## config.mk

```make
export PLATFORM = sky130hd
export DESIGN_NAME = video_timing_gen
export DESIGN_NICKNAME = d
export VERILOG_FILES = /design/src/rtl/display_pkg.sv /design/src/rtl/video_axis_counter.sv /design/src/rtl/video_timing_gen.sv
export SDC_FILE = /design/constraint.sdc
export NUM_CORES = 1
export LEC_CHECK = 0
export CAP_MARGIN = 5
export CORE_MARGIN = 3
export CORE_UTILIZATION = 33
export CTS_BUF_LIST = sky130_fd_sc_hd__clkbuf_4
export CTS_CLUSTER_DIAMETER = 60
export DETAILED_ROUTE_END_ITERATION = 6
export PLACE_DENSITY_LB_ADDON = 0.12
export SLEW_MARGIN = 40
export SYNTH_ARGS = -nofsm -noshare
export SYNTH_HDL_FRONTEND = slang
export SYNTH_HIERARCHICAL = 1
export SYNTH_SLANG_ARGS = --single-unit
```

## constraint.sdc

```tcl
create_clock -name clk -period 2.8 [get_ports clk]
set_input_delay 0.42 -clock clk [delete_from_list [all_inputs] [get_ports clk]]
set_output_delay 0.42 -clock clk [all_outputs]
set_load 0.1 [all_outputs]
```

## src/rtl/display_pkg.sv

```systemverilog
// Shared timing mode sets and FSM state encoding for the
// HDMI raster timing generator.
package display_pkg;

    typedef struct packed {
        int h_active;
        int h_fp;
        int h_sync;
        int h_bp;
        int v_active;
        int v_fp;
        int v_sync;
        int v_bp;
        bit hs_pol;
        bit vs_pol;
    } timing_t;

    localparam timing_t MODE_640x480_60 = '{
        h_active: 640, h_fp: 16, h_sync: 96, h_bp: 48,
        v_active: 480, v_fp: 10, v_sync: 2,  v_bp: 33,
        hs_pol:   1'b0, vs_pol: 1'b0
    };

    localparam timing_t MODE_1280x720_60 = '{
        h_active: 1280, h_fp: 110, h_sync: 40, h_bp: 220,
        v_active: 720,  v_fp: 5,   v_sync: 5,  v_bp: 20,
        hs_pol:   1'b1, vs_pol: 1'b1
    };

    typedef enum logic [1:0] {
        IDLE  = 2'd0,
        RUN   = 2'd1,
        DRAIN = 2'd2
    } state_t;

endpackage

```

## src/rtl/video_axis_counter.sv

```systemverilog
// One raster axis (horizontal or vertical): position counter with
// active-area and sync-window decode.
// Ports:
//   clk, rst   clock, async active-high reset
//   inc        advance position by one (wraps at total-1)
//   clr        force position to 0 (priority over inc)
//   pos        current position
//   wrap       position is the last of the axis
//   act        position is inside the active area
//   sync       sync output at its configured polarity
module video_axis_counter
    import display_pkg::*;
#(
    parameter int  ACTIVE = 640,
    parameter int  FP     = 16,
    parameter int  SYNC   = 96,
    parameter int  BP     = 48,
    parameter bit  POL    = 1'b0,
    localparam int TOT    = ACTIVE + FP + SYNC + BP,
    localparam int CW     = $clog2(TOT)
) (
    input  logic          clk,
    input  logic          rst,
    input  logic          inc,
    input  logic          clr,
    output logic [CW-1:0] pos,
    output logic          wrap,
    output logic          act,
    output logic          sync
);

    logic in_sync;

    assign wrap    = (int'(pos) == TOT - 1);
    assign act     = (int'(pos) < ACTIVE);
    assign in_sync = (int'(pos) >= ACTIVE + FP) &&
                     (int'(pos) <  ACTIVE + FP + SYNC);
    assign sync    = in_sync ? POL : !POL;

    always_ff @(posedge clk or posedge rst) begin
        if (rst) begin
            pos <= '0;
        end else if (clr) begin
            pos <= '0;
        end else if (inc) begin
            pos <= wrap ? '0 : pos + 1'b1;
        end
    end

endmodule

```

## src/rtl/video_timing_gen.sv

```systemverilog
// Raster timing generator and pixel-stream aligner for the HDMI
// transmitter path.
// Ports:
//   clk, reset        clock, async active-high reset
//   enable            run the raster; stopping waits for frame end
//   pix_data/valid    upstream pixel stream
//   pix_ready         pixel consumed this cycle (1 clk per pixel)
//   underflow_clr     clears the sticky underflow flag
//   underflow         sticky: an active pixel was missing
//   sx, sy            current column / line
//   line_start        1-clk strobe, new line begins
//   frame_start       1-clk strobe, new frame begins
//   hdmi_tx_*         registered, mutually aligned video outputs
module video_timing_gen
    import display_pkg::*;
#(
    parameter int  CLKS_PER_PIX = 4,
    parameter int  H_ACTIVE     = MODE_640x480_60.h_active,
    parameter int  H_FP         = MODE_640x480_60.h_fp,
    parameter int  H_SYNC       = MODE_640x480_60.h_sync,
    parameter int  H_BP         = MODE_640x480_60.h_bp,
    parameter int  V_ACTIVE     = MODE_640x480_60.v_active,
    parameter int  V_FP         = MODE_640x480_60.v_fp,
    parameter int  V_SYNC       = MODE_640x480_60.v_sync,
    parameter int  V_BP         = MODE_640x480_60.v_bp,
    parameter bit  HS_POL       = MODE_640x480_60.hs_pol,
    parameter bit  VS_POL       = MODE_640x480_60.vs_pol,
    parameter int  DATA_W       = 24,
    parameter logic [DATA_W-1:0] BLANK_COLOR = '0,
    localparam int H_TOT        = H_ACTIVE + H_FP + H_SYNC + H_BP,
    localparam int V_TOT        = V_ACTIVE + V_FP + V_SYNC + V_BP,
    localparam int CW_H         = $clog2(H_TOT),
    localparam int CW_V         = $clog2(V_TOT)
) (
    input  logic              clk,
    input  logic              reset,
    input  logic              enable,
    input  logic [DATA_W-1:0] pix_data,
    input  logic              pix_valid,
    output logic              pix_ready,
    input  logic              underflow_clr,
    output logic              underflow,
    output logic [CW_H-1:0]   sx,
    output logic [CW_V-1:0]   sy,
    output logic              line_start,
    output logic              frame_start,
    output logic              hdmi_tx_pclk,
    output logic [DATA_W-1:0] hdmi_tx_data,
    output logic              hdmi_tx_de,
    output logic              hdmi_tx_hs,
    output logic              hdmi_tx_vs
);

    localparam int PC_W = (CLKS_PER_PIX > 1) ? $clog2(CLKS_PER_PIX) : 1;

    state_t          state;
    logic [PC_W-1:0] pix_cnt;
    logic            tick;
    logic            run;
    logic            h_inc, v_inc, cnt_clr;
    logic            h_wrap, v_wrap, h_act, v_act;
    logic            h_sync, v_sync;
    logic            act, consume, frame_end;
    logic            start_run, going_idle;

    // Pixel divider free-runs in every state so the enable-to-first-
    // frame latency is always one pixel period at most.
    assign tick = (pix_cnt == PC_W'(CLKS_PER_PIX - 1));

    always_ff @(posedge clk or posedge reset) begin
        if (reset) begin
            pix_cnt <= '0;
        end else begin
            pix_cnt <= tick ? '0 : pix_cnt + 1'b1;
        end
    end

    assign run     = (state != IDLE);
    assign h_inc   = tick && run;
    assign v_inc   = h_inc && h_wrap;
    assign cnt_clr = !run;

    video_axis_counter #(
        .ACTIVE (H_ACTIVE),
        .FP     (H_FP),
        .SYNC   (H_SYNC),
        .BP     (H_BP),
        .POL    (HS_POL)
    ) u_h (
        .clk  (clk),
        .rst  (reset),
        .inc  (h_inc),
        .clr  (cnt_clr),
        .pos  (sx),
        .wrap (h_wrap),
        .act  (h_act),
        .sync (h_sync)
    );

    video_axis_counter #(
        .ACTIVE (V_ACTIVE),
        .FP     (V_FP),
        .SYNC   (V_SYNC),
        .BP     (V_BP),
        .POL    (VS_POL)
    ) u_v (
        .clk  (clk),
        .rst  (reset),
        .inc  (v_inc),
        .clr  (cnt_clr),
        .pos  (sy),
        .wrap (v_wrap),
        .act  (v_act),
        .sync (v_sync)
    );

    assign act       = h_act && v_act;
    assign frame_end = h_wrap && v_wrap;
    assign pix_ready = tick && act && run;
    assign consume   = pix_ready && pix_valid;

    assign start_run  = (state == IDLE) && tick && enable;
    // Last tick of a draining frame: the raster wraps to 0,0 but
    // no new line/frame begins.
    assign going_idle = (state == DRAIN) && !enable &&
                        tick && frame_end;

    always_ff @(posedge clk or posedge reset) begin
        if (reset) begin
            state        <= IDLE;
            line_start   <= 1'b0;
            frame_start  <= 1'b0;
            underflow    <= 1'b0;
            hdmi_tx_pclk <= 1'b0;
            hdmi_tx_data <= '0;
            hdmi_tx_de   <= 1'b0;
            hdmi_tx_hs   <= !HS_POL;
            hdmi_tx_vs   <= !VS_POL;
        end else begin
            hdmi_tx_pclk <= (pix_cnt < PC_W'(CLKS_PER_PIX / 2));
            line_start   <= start_run ||
                            (h_inc && h_wrap && !going_idle);
            frame_start  <= start_run ||
                            (h_inc && frame_end && !going_idle);

            // A miss in the same cycle as a clear keeps the flag set.
            if (pix_ready && !pix_valid) begin
                underflow <= 1'b1;
            end else if (underflow_clr) begin
                underflow <= 1'b0;
            end

            if (tick) begin
                if (run) begin
                    hdmi_tx_de   <= act;
                    hdmi_tx_hs   <= h_sync;
                    hdmi_tx_vs   <= v_sync;
                    hdmi_tx_data <= consume ? pix_data :
                                    act     ? BLANK_COLOR : '0;
                end else begin
                    hdmi_tx_de   <= 1'b0;
                    hdmi_tx_hs   <= !HS_POL;
                    hdmi_tx_vs   <= !VS_POL;
                    hdmi_tx_data <= '0;
                end
            end

            unique case (state)
                IDLE: begin
                    if (start_run) state <= RUN;
                end
                RUN: begin
                    if (!enable) state <= DRAIN;
                end
                DRAIN: begin
                    if (enable) begin
                        state <= RUN;
                    end else if (going_idle) begin
                        state <= IDLE;
                    end
                end
                default: state <= IDLE;
            endcase
        end
    end

endmodule
```

==> impl_metrics.yaml <==
finish:
  n_antenna_cell: 0
  stdcell_area_um2: 3590
  fillers: 796
  nets: 395
  drive_gt1_frac: 0.243
  instances_no_fill: 464
  areaGrowthSynthToFinish_pct: 28.6
placed_design:
  place_hpwl_um: 4950
  placed_area_um2: 3530
  place.gp.congestion: 0.818
  placedCellCount: 456
  port_buffers: 80
floorplan:
  die_x_um: 98.0
  chipHeight_um: 98.0
  die_area_um2: 9600
  rows: 32
  core_area_um2: 7970
  io_pins: 81
  start_util: 0.350
worst_setup_path:
  path_max_fanout: 5
  path_class: "reg2out"
  worstSetupStartpointType: "flip-flop"
  endpoint_kind: "output port"
  crit_required_ps: 2380
  worstPathArrival_ps: 1920
timing:
  skew_ps: 14.9
  finalHoldViolations: 0
  max-slew-margin-rel: 0.623
  setup_viol: 0
  grt_setup_unrepaired: "no"
  maxSlewViolCount: 0
  worst_pin_slew_ps: 560
  fin_crit_ps: 2340
  fmax_mhz: 428
  whs_ps: 368
  fin_crit_sh: 0.835
run_status:
  status: "complete, no violations"
grt:
  grt-ovfl-total: 0
  busiest_layer: "met1"
  grt_use_total: 0.158
  grt_use_met3: 0.0336
  grt_pass1_vias: 2377
  antenna_found_initial: 0
  grt_pass1_wl_um: 12600
  use_met1: 0.237
  grt_max_degree: 36
  grt_util_met2: 0.235
route:
  antenna_left: 0
  routed_wirelength_um: 7300
  drc_errors: 0
  drt_pre_antenna_iters: 4
  wl_per_cell_um: 15.7
  viasPerCell: 5.16
  drtIter0Drc: 118
  via_count: 2392
clock_tree:
  cts_tree: "yes"
  cts_setup_buffers: 0
  cts.sinks: 55
  clock_latency_ps: 370
  clk_pin_slew_ps: 150
  clockBufferDepth: 2
  cts_htree_levels: 2
  clock-root-buffer: "clkbuf_4"
  hold_buffers: 0
  cts_resized: 0
  cts_buffers: 5
logic_synthesis:
  synthTopCellsByArea: "dfrtp_1 48%, nand4_1 6.5%, o22ai_1 5.8%"
  yosysWarningCount: 6
  netlist.area_leader.share: 0.475
  ys_seq_area_frac: 0.494
  yosys_register_bits: 55
  syn_area_um2: 2790
  synth_cell_types: 50
  synth.largest_area_cell: "dfrtp_1"
  netlist_instances: 289
  avgSynthCellArea_um2: 9.66
  synth_fp_nets: 323
power_and_ir_drop:
  ir_drop_mv: 0.175
  p_int_uw: 1010
  switching_share: 0.344
  p_seq_frac: 0.544
  switching_power_uw: 532
  static-leakage-power_uw: 0.00162
  clkPwrFrac: 0.224
  total_power_uw: 1550
  power_density_nw_per_um2: 431
  p_comb_frac: 0.232
run:
  maxCapViolCount: 0
min_path:
  hold_class: "in2async"
## per-stage QoR
step           utilization  setup TNS [ps]  worst slack, ps
2_1_floorplan            -           -62.4            -62.4
3_3_place_gp         0.444               0              626
3_5_place_dp         0.443               0              529
4_1_cts              0.451               0              407
5_1_grt              0.451               0              274
6_report             0.451               0              463
## layer usage
| layer | vias to the layer above | share of wire |
|---|---|---|
| li1 | 1172 | - |
| met1 | 1135 | 0.49 |
| met2 | 79 | 0.43 |
| met3 | 6 | 0.069 |
| met4 | 0 | 0.0084 |
| met5 | - | 0 |
## cells by family (layout without fill, tap and decap cells)
| kind of cell | Yosys count | in the layout | synth area share |
|---|---|---|---|
| AO/OA/AOI/OAI | 63 | 63 | 0.157 |
| flip-flops | 55 | 55 | 0.494 |
| XOR/XNOR | 6 | 6 | 0.0188 |
| buffers and inverters | 68 | 141 | 0.113 |
| adder cells (fa/ha/maj) | 5 | 5 | 0.0224 |
| AND/OR/NAND/NOR | 92 | 92 | 0.195 |
## power groups by stage
stage	Combinational (µW)	Clock, µW	Sequential (µW)
final	359	347	840
after global routing	380	402	846
after CTS	362	370	841
after detailed placement	360	0	855
after global placement	363	0	855
after floorplan	81.1	0	1030
## critical path, stage by stage, from the launching register on
cell and delay, ps:
dfrtp_1 460, and3_1 220, and2_1 220, nor2_1 180
nand2_1 130, nor2_2 150, buf_12 190
## synthesized netlist by cell type (all sizes together)
library cell	number
nor3	5
o211ai	2
dfstp	2
o311a	1
nor2	13
clkbuf	6
o22ai	26
nand4	29
nor4	1
nand2	13
or3	3
nand4bb	1
o31ai	3
o21bai	1
o2111ai	1
buf	18
or2	1
nand3b	1
o41ai	2
and2	1
ha	5
o21ai	5
and4b	1
and3	3
a21o	1
a21oi	10
and4	1
o32ai	2
xnor2	1
inv	44
nand3	11
nor4b	1
or4	6
xor2	5
nor2b	1
dfrtp	53
a41oi	1
o211a	2
a311oi	2
a31oi	4
## area by class of cell
class	count	area (µm²)	area share
flip-flops and latches	55	1380	0.386
clock buffers	5	37.5	0.0105
well taps	102	128	0.0356
repair buffers	89	746	0.208
multi-input cells	166	1110	0.309
inverters	44	165	0.0460
clock inverters	3	20.0	0.00558
## worst paths after layout
check                      startpoint            to  slack (ps)  cells after the start
setup / recovery           u_v/pos[6]     pix_ready         460                      6
hold / removal                  reset    u_v/pos[8]         370                      2
setup reg to reg           u_h/pos[6]    u_v/pos[9]         520                      8
hold reg to reg            pix_cnt[1]  hdmi_tx_pclk         440                      1
max in group asynchronous       reset    hdmi_tx_hs        1970                      3
min in group clk           pix_cnt[1]  hdmi_tx_pclk         440                      1
## registers in the layout, summed over array words and instances, names as in the netlist
name / count
hdmi_tx_de: 1
hdmi_tx_data: 24
state: 2
frame_start: 1
hdmi_tx_vs: 1
pix_cnt: 2
underflow: 1
u_v/pos: 10
u_h/pos: 10
hdmi_tx_hs: 1
line_start: 1
hdmi_tx_pclk: 1
## placed cells by master (no fill, tap or decap), types with 2 or more instances in the layout
cell / count
xor2_1: 5
buf_4: 60
o32ai_1: 2
clkbuf_4: 5
nor2_1: 12
o31ai_1: 3
o22ai_1: 26
dfstp_2: 2
nand3_1: 10
a21oi_1: 9
o211ai_1: 2
or3_1: 2
dfrtp_1: 49
dfrtp_2: 4
and3_1: 3
a311oi_1: 2
o211a_1: 2
inv_1: 43
ha_1: 5
o21ai_0: 3
or4_4: 2
nor3_1: 5
nand2_1: 13
nand4_1: 29
a31oi_1: 4
clkdlybuf4s50_1: 27
or4_1: 4
No activity file was read; power rests on OpenSTA's default activity.
